--- src/rtl/pa_pkg.sv ---
// Shared definitions for the PA measurement blocks: UART command headers,
// packed IQ field layout and a small unsigned max helper.
package pa_pkg;

    localparam logic [31:0] CMD_PWR_AVG  = 32'h1f1a_5a5a;
    localparam logic [31:0] CMD_PWR_PEAK = 32'h1f1a_5b5b;
    localparam logic [31:0] CMD_PWR_STAT = 32'h1f1a_5c5c;
    localparam logic [31:0] CMD_PWR_CLR  = 32'h1f1a_5d5d;

    localparam int IQ_W     = 16;
    localparam int IQ_I_LSB = 0;
    localparam int IQ_Q_LSB = 16;

    function automatic logic [31:0] max_u32(input logic [31:0] a, input logic [31:0] b);
        return (a > b) ? a : b;
    endfunction

endpackage

--- src/rtl/pa_iq_power_meter_if.sv ---
// Sample stream, UART command/reply and measurement results of the power meter.
interface pa_iq_power_meter_if;

    logic        din_stat;
    logic [31:0] din_iq;
    logic        rv_uart_vld;
    logic [63:0] rv_uart_data;
    logic [31:0] pwr_avg;
    logic [31:0] pwr_peak;
    logic        pwr_upd;
    logic        ovl_flag;
    logic        uart_send_en;
    logic [63:0] sd_uart_data;

    modport master (
        output din_stat, din_iq, rv_uart_vld, rv_uart_data,
        input  pwr_avg, pwr_peak, pwr_upd, ovl_flag, uart_send_en, sd_uart_data
    );

    modport slave (
        input  din_stat, din_iq, rv_uart_vld, rv_uart_data,
        output pwr_avg, pwr_peak, pwr_upd, ovl_flag, uart_send_en, sd_uart_data
    );

endinterface

--- src/rtl/pa_iq_power_meter_iq_mag2_pipe.sv ---
// Three-stage valid-tagged I^2+Q^2 pipeline; data stages load only with a valid sample.
module iq_mag2_pipe
    import pa_pkg::*;
(
    input  logic        clk,
    input  logic        rst,
    input  logic        in_vld,
    input  logic [31:0] iq,
    output logic        out_vld,
    output logic [31:0] mag2
);

    logic signed [IQ_W-1:0] i_s1, q_s1;
    logic                   v_s1;
    logic [30:0]            ii_s2, qq_s2;
    logic                   v_s2;

    always_ff @(posedge clk) begin
        if (rst) begin
            i_s1    <= '0;
            q_s1    <= '0;
            v_s1    <= 1'b0;
            ii_s2   <= '0;
            qq_s2   <= '0;
            v_s2    <= 1'b0;
            mag2    <= '0;
            out_vld <= 1'b0;
        end else begin
            v_s1    <= in_vld;
            v_s2    <= v_s1;
            out_vld <= v_s2;
            if (in_vld) begin
                i_s1 <= iq[IQ_I_LSB +: IQ_W];
                q_s1 <= iq[IQ_Q_LSB +: IQ_W];
            end
            // 31 bits hold the worst case (-32768)^2 = 2^30 exactly
            if (v_s1) begin
                ii_s2 <= 31'(i_s1) * 31'(i_s1);
                qq_s2 <= 31'(q_s1) * 31'(q_s1);
            end
            if (v_s2) begin
                mag2 <= {1'b0, ii_s2} + {1'b0, qq_s2};
            end
        end
    end

endmodule

--- src/rtl/pa_iq_power_meter.sv ---
// Windowed mean/peak IQ power meter with sticky overload flag and UART query/clear.
module pa_iq_power_meter
    import pa_pkg::*;
#(
    parameter int          WIN_LOG2   = 10,
    parameter logic [31:0] OVL_THRESH = 32'h2000_0000
) (
    input  logic                 clk_50m,
    input  logic                 rst,
    pa_iq_power_meter_if.slave   bus
);

    logic                  p_vld;
    logic [31:0]           p;
    logic [31+WIN_LOG2:0]  acc;
    logic [31+WIN_LOG2:0]  acc_sum;
    logic [WIN_LOG2-1:0]   cnt;
    logic [31:0]           run_peak;
    logic [31:0]           peak_next;
    logic                  win_end;
    logic                  fin_vld;
    logic [31:0]           fin_avg;
    logic [31:0]           fin_peak;
    logic                  is_clr;

    iq_mag2_pipe u_mag2 (
        .clk     (clk_50m),
        .rst     (rst),
        .in_vld  (bus.din_stat),
        .iq      (bus.din_iq),
        .out_vld (p_vld),
        .mag2    (p)
    );

    assign acc_sum   = acc + {{WIN_LOG2{1'b0}}, p};
    assign peak_next = max_u32(run_peak, p);
    assign win_end   = p_vld && (cnt == '1);
    assign is_clr    = bus.rv_uart_vld && (bus.rv_uart_data[63:32] == CMD_PWR_CLR);

    always_ff @(posedge clk_50m) begin
        if (rst) begin
            acc              <= '0;
            cnt              <= '0;
            run_peak         <= '0;
            fin_vld          <= 1'b0;
            fin_avg          <= '0;
            fin_peak         <= '0;
            bus.pwr_avg      <= '0;
            bus.pwr_peak     <= '0;
            bus.pwr_upd      <= 1'b0;
            bus.ovl_flag     <= 1'b0;
            bus.uart_send_en <= 1'b0;
            bus.sd_uart_data <= '0;
        end else begin
            bus.pwr_upd      <= 1'b0;
            bus.uart_send_en <= 1'b0;
            fin_vld          <= 1'b0;

            // Clear also cancels a window result still waiting to be published
            if (is_clr) begin
                acc          <= '0;
                cnt          <= '0;
                run_peak     <= '0;
                bus.ovl_flag <= 1'b0;
            end else begin
                if (p_vld) begin
                    if (win_end) begin
                        acc      <= '0;
                        cnt      <= '0;
                        run_peak <= '0;
                        fin_vld  <= 1'b1;
                        fin_avg  <= acc_sum[WIN_LOG2 +: 32];
                        fin_peak <= peak_next;
                    end else begin
                        acc      <= acc_sum;
                        cnt      <= cnt + WIN_LOG2'(1);
                        run_peak <= peak_next;
                    end
                end
                if (fin_vld) begin
                    bus.pwr_avg  <= fin_avg;
                    bus.pwr_peak <= fin_peak;
                    bus.pwr_upd  <= 1'b1;
                    if (fin_avg > OVL_THRESH) begin
                        bus.ovl_flag <= 1'b1;
                    end
                end
            end

            if (bus.rv_uart_vld) begin
                case (bus.rv_uart_data)
                    {CMD_PWR_AVG, 32'd0}: begin
                        bus.uart_send_en <= 1'b1;
                        bus.sd_uart_data <= {CMD_PWR_AVG, bus.pwr_avg};
                    end
                    {CMD_PWR_PEAK, 32'd0}: begin
                        bus.uart_send_en <= 1'b1;
                        bus.sd_uart_data <= {CMD_PWR_PEAK, bus.pwr_peak};
                    end
                    {CMD_PWR_STAT, 32'd0}: begin
                        bus.uart_send_en <= 1'b1;
                        bus.sd_uart_data <= {CMD_PWR_STAT, 31'd0, bus.ovl_flag};
                    end
                    default: ;
                endcase
            end
        end
    end

endmodule

--- src/flat_wrapper.sv ---
// flat-port wrapper written by rule: the top's interface ports become plain ports
module pa_iq_power_meter_flat import pa_pkg::*;
#(
    parameter int          WIN_LOG2   = 10,
    parameter logic [31:0] OVL_THRESH = 32'h2000_0000
)
  (clk_50m, rst, bus_din_stat, bus_din_iq, bus_rv_uart_vld, bus_rv_uart_data, bus_pwr_avg, bus_pwr_peak, bus_pwr_upd, bus_ovl_flag, bus_uart_send_en, bus_sd_uart_data);
  pa_iq_power_meter_if bus_i ();
  input  logic clk_50m;
  input  logic rst;
  input wire logic [$bits(bus_i.din_stat)-1:0] bus_din_stat;
  input wire logic [$bits(bus_i.din_iq)-1:0] bus_din_iq;
  input wire logic [$bits(bus_i.rv_uart_vld)-1:0] bus_rv_uart_vld;
  input wire logic [$bits(bus_i.rv_uart_data)-1:0] bus_rv_uart_data;
  output wire logic [$bits(bus_i.pwr_avg)-1:0] bus_pwr_avg;
  output wire logic [$bits(bus_i.pwr_peak)-1:0] bus_pwr_peak;
  output wire logic [$bits(bus_i.pwr_upd)-1:0] bus_pwr_upd;
  output wire logic [$bits(bus_i.ovl_flag)-1:0] bus_ovl_flag;
  output wire logic [$bits(bus_i.uart_send_en)-1:0] bus_uart_send_en;
  output wire logic [$bits(bus_i.sd_uart_data)-1:0] bus_sd_uart_data;
  assign bus_i.din_stat = bus_din_stat;
  assign bus_i.din_iq = bus_din_iq;
  assign bus_i.rv_uart_vld = bus_rv_uart_vld;
  assign bus_i.rv_uart_data = bus_rv_uart_data;
  assign bus_pwr_avg = bus_i.pwr_avg;
  assign bus_pwr_peak = bus_i.pwr_peak;
  assign bus_pwr_upd = bus_i.pwr_upd;
  assign bus_ovl_flag = bus_i.ovl_flag;
  assign bus_uart_send_en = bus_i.uart_send_en;
  assign bus_sd_uart_data = bus_i.sd_uart_data;
  pa_iq_power_meter #(.WIN_LOG2(WIN_LOG2), .OVL_THRESH(OVL_THRESH)) u_core (.clk_50m(clk_50m), .rst(rst), .bus(bus_i));
endmodule
--- config.mk ---
export PLATFORM = sky130hd
export DESIGN_NAME = pa_iq_power_meter_flat
export DESIGN_NICKNAME = d
export VERILOG_FILES = /design/src/rtl/pa_pkg.sv /design/src/rtl/pa_iq_power_meter_if.sv /design/src/rtl/pa_iq_power_meter_iq_mag2_pipe.sv /design/src/rtl/pa_iq_power_meter.sv /design/src/flat_wrapper.sv
export SDC_FILE = /design/constraint.sdc
export NUM_CORES = 2
export LEC_CHECK = 0
export ABC_AREA = 0
export CORE_MARGIN = 3
export CORE_UTILIZATION = 45
export CTS_BUF_LIST = sky130_fd_sc_hd__clkbuf_2
export DETAILED_ROUTE_END_ITERATION = 7
export GPL_TIMING_DRIVEN = 0
export PLACE_DENSITY = 0.59
export SYNTH_ARGS = -nofsm -noshare
export SYNTH_HDL_FRONTEND = slang
export SYNTH_SLANG_ARGS = --single-unit
--- constraint.sdc ---
create_clock -name clk_50m -period 7.2 [get_ports clk_50m]
set_input_delay 1.08 -clock clk_50m [delete_from_list [all_inputs] [get_ports clk_50m]]
set_output_delay 1.08 -clock clk_50m [all_outputs]
set_load 0.05 [all_outputs]
# After elaboration in Yosys (flattened, before gate mapping)
# Cells that the tools add are included.
# W data, S select, Z words.
[classes]
mul = 2
n_addsub = 3
muxes = 8
n_reduce_logical = 11
n_eq_ne = 5
order_cmp = 2
n_bitwise = 3
[op_table]
columns = ["cell", "n"]
rows = [
  ["$eq A64 B61 Y1 const B", 3],
  ["$pmux W64 S3", 1],
  ["$mux W32", 2],
  ["$mul A16 B16 Y31", 2],
  ["$add A42 B32 Y42", 1],
  ["$mux W42", 1],
  ["$add A31 B31 Y32", 1],
  ["$eq A32 B29 Y1 const B", 1],
  ["$gt A32 B30 Y1 const B", 1],
  ["$gt A32 B32 Y1", 1],
  ["$add A10 B1 Y10 const B", 1],
  ["$eq A10 B10 Y1 const B", 1],
  ["$mux W10", 1],
  ["$reduce_and A2 Y1", 3],
  ["$reduce_or A3 Y1", 2],
  ["$reduce_or A2 Y1", 2],
  ["$mux W1", 3],
  ["$not A1 Y1", 3],
  ["$reduce_and A3 Y1", 1],
  ["$reduce_bool A3 Y1", 1],
  ["$logic_and A1 B1 Y1", 2],
]
[totals]
regBits = 409
inputBits = 100
wordCells = 54
out_inout_bits = 131

# Logic depth before layout (Yosys ltp)
[logic_depth]
word_depth = 4
mapped_depth = 25
ltp_nobuf = 24

# Cells and area by module
# Synthesis repeated with hierarchy kept, for this count alone.
[unflattened]
hier_cells = 4004
hier_area_um2 = 35664.2
[modules_own_cells]
columns = ["module", "cells_per_inst", "area_per_inst_um2", "instances", "seq_area_each_um2"]
rows = [
  ["iq_mag2_pipe", 2501, 22925.7, 1, 2542.4],
  ["pa_iq_power_meter", 1503, 12738.5, 1, 5044.8],
]

# Worst setup path before layout
# OpenSTA, ideal clock, no wires.
[synth_path]
path_type = "register to register"
startpoint = "register u_core.u_mag2.i_s1[9]"
endpoint = "register u_core.u_mag2.ii_s2[30]"
stages_incl_launch_ff = 21
synth_period_minus_slack_ns = 6.108
required_time_ns = 7.094
path_buffers = 1
arrival_time_ns = 6.002
setup_ns = 0.106
path_slack_ns = 1.092
path_cell_list = "dfxtp_1 > clkbuf_1 > nand2_1 > fa_1 > fa_1 > inv_1 > fa_1 > inv_1 > fa_1 > inv_1 > fa_1 > fa_1 > ha_1 > nand3_1 > or3_1 > o2111a_1 > o31a_1 > o21ai_0 > a21oi_1 > or3_1 > o311ai_0"
[synth_via]
elab_chain_len = 1
[synth_rtl]
columns = ["item", "line", "source"]
rows = [
  ["start, declared", "pa_iq_power_meter_iq_mag2_pipe.sv:13", "logic signed [IQ_W-1:0] i_s1, q_s1;"],
  ["start signal, assigned", "pa_iq_power_meter_iq_mag2_pipe.sv:33", "i_s1 <= iq[IQ_I_LSB +: IQ_W];"],
  ["$mul A16 B16 Y31", "pa_iq_power_meter_iq_mag2_pipe.sv:38", "ii_s2 <= 31'(i_s1) * 31'(i_s1);"],
  ["end signal, assigned", "pa_iq_power_meter_iq_mag2_pipe.sv:38", ""],
  ["end, declared", "pa_iq_power_meter_iq_mag2_pipe.sv:15", "logic [30:0] ii_s2, qq_s2;"],
]
# No other way between the ends.
# A chain may end at the register's enable or synchronous reset.

# Final worst setup path
[layout_path]
startpoint = "register u_core.u_mag2.q_s1[1]"
endpoint = "register u_core.u_mag2.qq_s2[30]"
[layout_via]
elab_chain_len = 1
[layout_rtl]
columns = ["item", "line", "source"]
rows = [
  ["start, declared", "pa_iq_power_meter_iq_mag2_pipe.sv:13", ""],
  ["start signal, assigned", "pa_iq_power_meter_iq_mag2_pipe.sv:34", "q_s1 <= iq[IQ_Q_LSB +: IQ_W];"],
  ["$mul A16 B16 Y31", "pa_iq_power_meter_iq_mag2_pipe.sv:39", "qq_s2 <= 31'(q_s1) * 31'(q_s1);"],
  ["end signal, assigned", "pa_iq_power_meter_iq_mag2_pipe.sv:39", ""],
  ["end, declared", "pa_iq_power_meter_iq_mag2_pipe.sv:15", ""],
]
# No other way between the ends.

==> summary.md <==
| Metric | Value |
|---|---|
| Cell-internal power | `approximately 0.0036 W` |
| Worst slew pin tran | `between 1000 and 1500 ps` |
| H-tree levels | `3` |
| Net Sw Frac | `roughly two fifths` |
| TritonCTS buffer count | `approximately 110` |
| Placed wire-length estimate | `around 88 mm` |
| Worst IR Drop VDD | `~90 uV` |
| Number of global-route vias before repair | `between 30k and 40k` |
| Minimum hold slack | `a little over 400 ps` |
| Crit path launch type | `register` |
| Fin. max-slew vios | `0` |
| Number of synthesized register bits | `379` |
| Final setup vio count | `0` |
| Root buf cell | `clkbuf_2` |
| Worst-path cell chain | `clkbuf_1 > and2_1 > fa_1 > inv_1 > fa_1 > inv_1 > fa_1 > inv_1 > fa_1 > inv_1 > fa_1 > fa_1 > ha_1 > a21o_1 > a2111oi_0 > o21bai_1 > a41oi_1 > xnor2_1 > a211oi_1` |
| Setup Skew | `92.99 ps` |
| Leakage | `roughly 18 nW` |
| Fin Setup TNS | `0 ps` |
| Outcome | `complete, no violations` |
| TritonCTS clock tree | `done` |
| Max incr delay on CP | `780 ps` |
| Synth Cell Area | `35830 um2` |
| Routed len/inst | `between 15 and 20 um` |
| Sequential area share after synthesis | `between 20% and 30%` |
| First-pass detailed-route iteration total | `5` |
| CP max-delay cell | `fa_1` |
| Yosys top cell area share | `25.59%` |
| Kind of critical path | `register to register` |
| Instance count on the critical path | `19` |
| Post-DRT Antenna Nets | `0` |
| Total gr overflow | `0` |
| Number of hold violations in the final report | `0` |
| Async SR Flop Fraction | `0%` |
| Postcts setup bufs | `0` |
| Worst Path Max Fanout | `10` |
| Slew margin rel. | `18.83%` |
| Filler Cell Count | `7681` |
| Worst path arrival time | `approximately 7900 ps` |
| Worst min-delay path class | `register to register` |
| Total Routing Usage GR | `between 20% and 30%` |
| Pre-CTS setup slack | `-90.13 ps` |
| Input/output buffers | `216` |
| Die X-Extent | `288.2 um` |
| Largest cells by area after synthesis | `fa_1 26%, dfxtp_1 21%, ha_1 9.4%` |
| CTS Sinks | `379` |
| Hold path cells | `2` |
| Initial Util | `approximately 46%` |
| Clock-pin slew on the worst setup and hold paths | `~100 ps` |
| Antenna violations before repair | `2` |
| Syn Area/Cell | `8.671 um2` |
| Synth Warn # | `0` |
| Netlist cell types | `79` |
| Commonest non-fill, non-tap cell in the layout | `inv_1` |
| Area Overhead vs Synth | `12.56%` |
| Setup ws final | `around 320 ps` |
| IO Count | `231` |
| Psw | `~0.0025 W` |
| Number of remaining DRC errors | `0` |
| Worst Setup End Kind | `register` |
| Largest net degree at the start of global routing | `20` |
| Cell count after synthesis | `between 4k and 5k` |
| R2R cell count | `19` |
| Final net count | `5295` |
| Total number of vias | `~30k` |
| Max-Cap Viols | `0` |
| Area of the core | `~78000 um2` |
| Routability cong. | `between 0.9 and 1` |
| Tmin final | `6879 ps` |
| Die Y | `a little under 300 um` |
| Sequential share of power | `approximately 37%` |
| Max Freq | `145.4 MHz` |
| Crit path buffers/inverters | `5` |
| Combinational power share | `approximately 36%` |
| Routed WL | `between 100 and 150 mm` |
| Clock power share | `a little over a quarter` |
| RSZ-0062 raised after global routing | `yes` |
| Initial DRC Count | `between 1.5k and 2k` |
| First-pass GRT wire length | `approximately 170 mm` |
| Via-to-Cell Ratio | `5.283` |
| Dominant synthesized flop cell | `dfxtp_1` |
| Most frequent cells in the layout | `697 x inv_1, 458 x fa_1, 394 x nand2_1, 377 x dfxtp_1, 374 x nor2_1` |
| Layout cell share with drive strength beyond 1 | `under 10%` |
| Die ar. | `83040 um2` |
| Critical Path Most Common Cell | `fa_1` |
| Critical Path RT | `8200 ps` |
| Post-synth EDFFs | `0` |
| Worst-Skew Late Latency | `between 1000 and 1500 ps` |
| Row Count | `102` |
| PwrDens | `roughly 150 nW/um2` |
| Clock Tree Buf Depth | `3` |
| Top delay family on crit path | `adder cells` |
| Area leader, netlist | `fa_1` |
| Final core occ | `about half` |
| Period utilisation layout | `a little over nine tenths` |
-- per-layer routing --
metal	up-vias	routed length (um)	global-route usage, %
li1	14110	-	-
met1	14500	45960	34.25
met2	754	52280	44.89
met3	169	5229	3.544
met4	2	3869	9.309
met5	-	8	0
-- logic make-up (layout without fill, tap and decap cells) --
group | Yosys count | in the layout | synth area share, %
simple gates | 1164 | 1164 | 14.91
buf+inv | 926 | 1333 | 10.04
fa+ha+maj | 727 | 727 | 34.99
compound gates | 692 | 692 | 12.59
flops | 379 | 379 | 21.18
xor+xnor | 148 | 148 | 3.618
mux | 95 | 95 | 2.668
other cells | 1 | 13 | 0.01047
-- path summary, 6_finish.rpt --
path,start,to,slack [ps]
worst min register to register,u_core.fin_avg[31]$_SDFFE_PP0P_,u_core.bus.pwr_avg[31]$_SDFFE_PP0P_,420
worst max-delay path,u_core.u_mag2.q_s1[1]$_SDFFE_PP0P_,u_core.u_mag2.qq_s2[30]$_SDFFE_PP0P_,320
worst max register to register,u_core.u_mag2.q_s1[1]$_SDFFE_PP0P_,u_core.u_mag2.qq_s2[30]$_SDFFE_PP0P_,320
worst min-delay path,u_core.fin_avg[31]$_SDFFE_PP0P_,u_core.bus.pwr_avg[31]$_SDFFE_PP0P_,420
-- layout make-up --
cell class | count | area [um2] | share of cell area, %
tap | 1040 | 1301 | 3.227
inverter | 701 | 2633 | 6.527
sequential | 379 | 7590 | 18.82
multi-input combinational | 2838 | 24690 | 61.21
clock buffer | 143 | 715.7 | 1.775
timing repair buffer | 216 | 2162 | 5.361
clock inverter | 49 | 247.7 | 0.6143
antenna | 1 | 2.502 | 0.006205
buffer | 224 | 992.2 | 2.460
-- flip-flops by register name, indices dropped and copies added (netlist names) --
| signal | flops |
|---|---|
| u_core.acc | 42 |
| u_core.bus.ovl_flag | 1 |
| u_core.bus.pwr_avg | 32 |
| u_core.bus.pwr_peak | 32 |
| u_core.bus.pwr_upd | 1 |
| u_core.bus.sd_uart_data | 36 |
| u_core.bus.uart_send_en | 1 |
| u_core.cnt | 10 |
| u_core.fin_avg | 32 |
| u_core.fin_peak | 32 |
| u_core.fin_vld | 1 |
| u_core.run_peak | 32 |
| u_core.u_mag2.i_s1 | 16 |
| u_core.u_mag2.ii_s2 | 30 |
| u_core.u_mag2.mag2 | 32 |
| u_core.u_mag2.out_vld | 1 |
| u_core.u_mag2.q_s1 | 16 |
| u_core.u_mag2.qq_s2 | 30 |
| u_core.u_mag2.v_s1 | 1 |
| u_core.u_mag2.v_s2 | 1 |
-- power by group through the flow --
| stage | sequential (W) | combinational, W | clock (W) |
|---|---|---|---|
| 3_5_place_dp | 0.00228 | 0.00221 | 0 |
| 6_report | 0.00224 | 0.00220 | 0.00162 |
| 3_3_place_gp | 0.00228 | 0.00219 | 0 |
| 2_1_floorplan | 0.00224 | 0.00157 | 0 |
| 4_1_cts | 0.00223 | 0.00222 | 0.00168 |
| 5_1_grt | 0.00224 | 0.00250 | 0.00178 |
-- through the flow --
stage,power (W),cell area (um2),std cells
after floorplan,0.003817,35870,4143
after global placement,0.004473,39330,5399
after detailed placement,0.004486,39330,5399
after CTS,0.006135,40300,5591
after global routing,0.006528,40330,5591
final,0.006055,40330,5591
-- worst reg2reg max path: stages (launching register included) --
cell and delay, ps:
dfxtp_1 340, clkbuf_1 290, and2_1 320, fa_1 780, inv_1 120, fa_1 690, inv_1 240, fa_1 540
inv_1 50, fa_1 570, inv_1 60, fa_1 500, fa_1 410, ha_1 340, a21o_1 170, a2111oi_0 570
o21bai_1 150, a41oi_1 220, xnor2_1 240, a211oi_1 130
-- cells in the mapped netlist (all sizes together) (14+ instances only) --
library cell / instances
nand2: 394
o21a: 19
a21o: 56
or3b: 33
o21ai: 105
o211ai: 67
a311oi: 34
clkbuf: 173
nand3: 118
a22oi: 53
inv: 698
a211oi: 25
buf: 52
xnor2: 100
nor2b: 21
xor2: 48
nand4: 23
and2: 59
ha: 269
a31oi: 14
nor4: 21
nor3: 28
a21oi: 233
nand2b: 26
mux2i: 91
dfxtp: 379
nor2: 374
or3: 15
fa: 458
-- what timing repair did --
action / 4_1_cts / 5_1_grt
pin swaps: 0 / 0
hold endpoints to repair: 0 / 0
hold buffers: 0 / 0
setup endpoints to repair: 3 / 13
resized for setup: 3 / 48
Power figures use the tool's default switching activity.
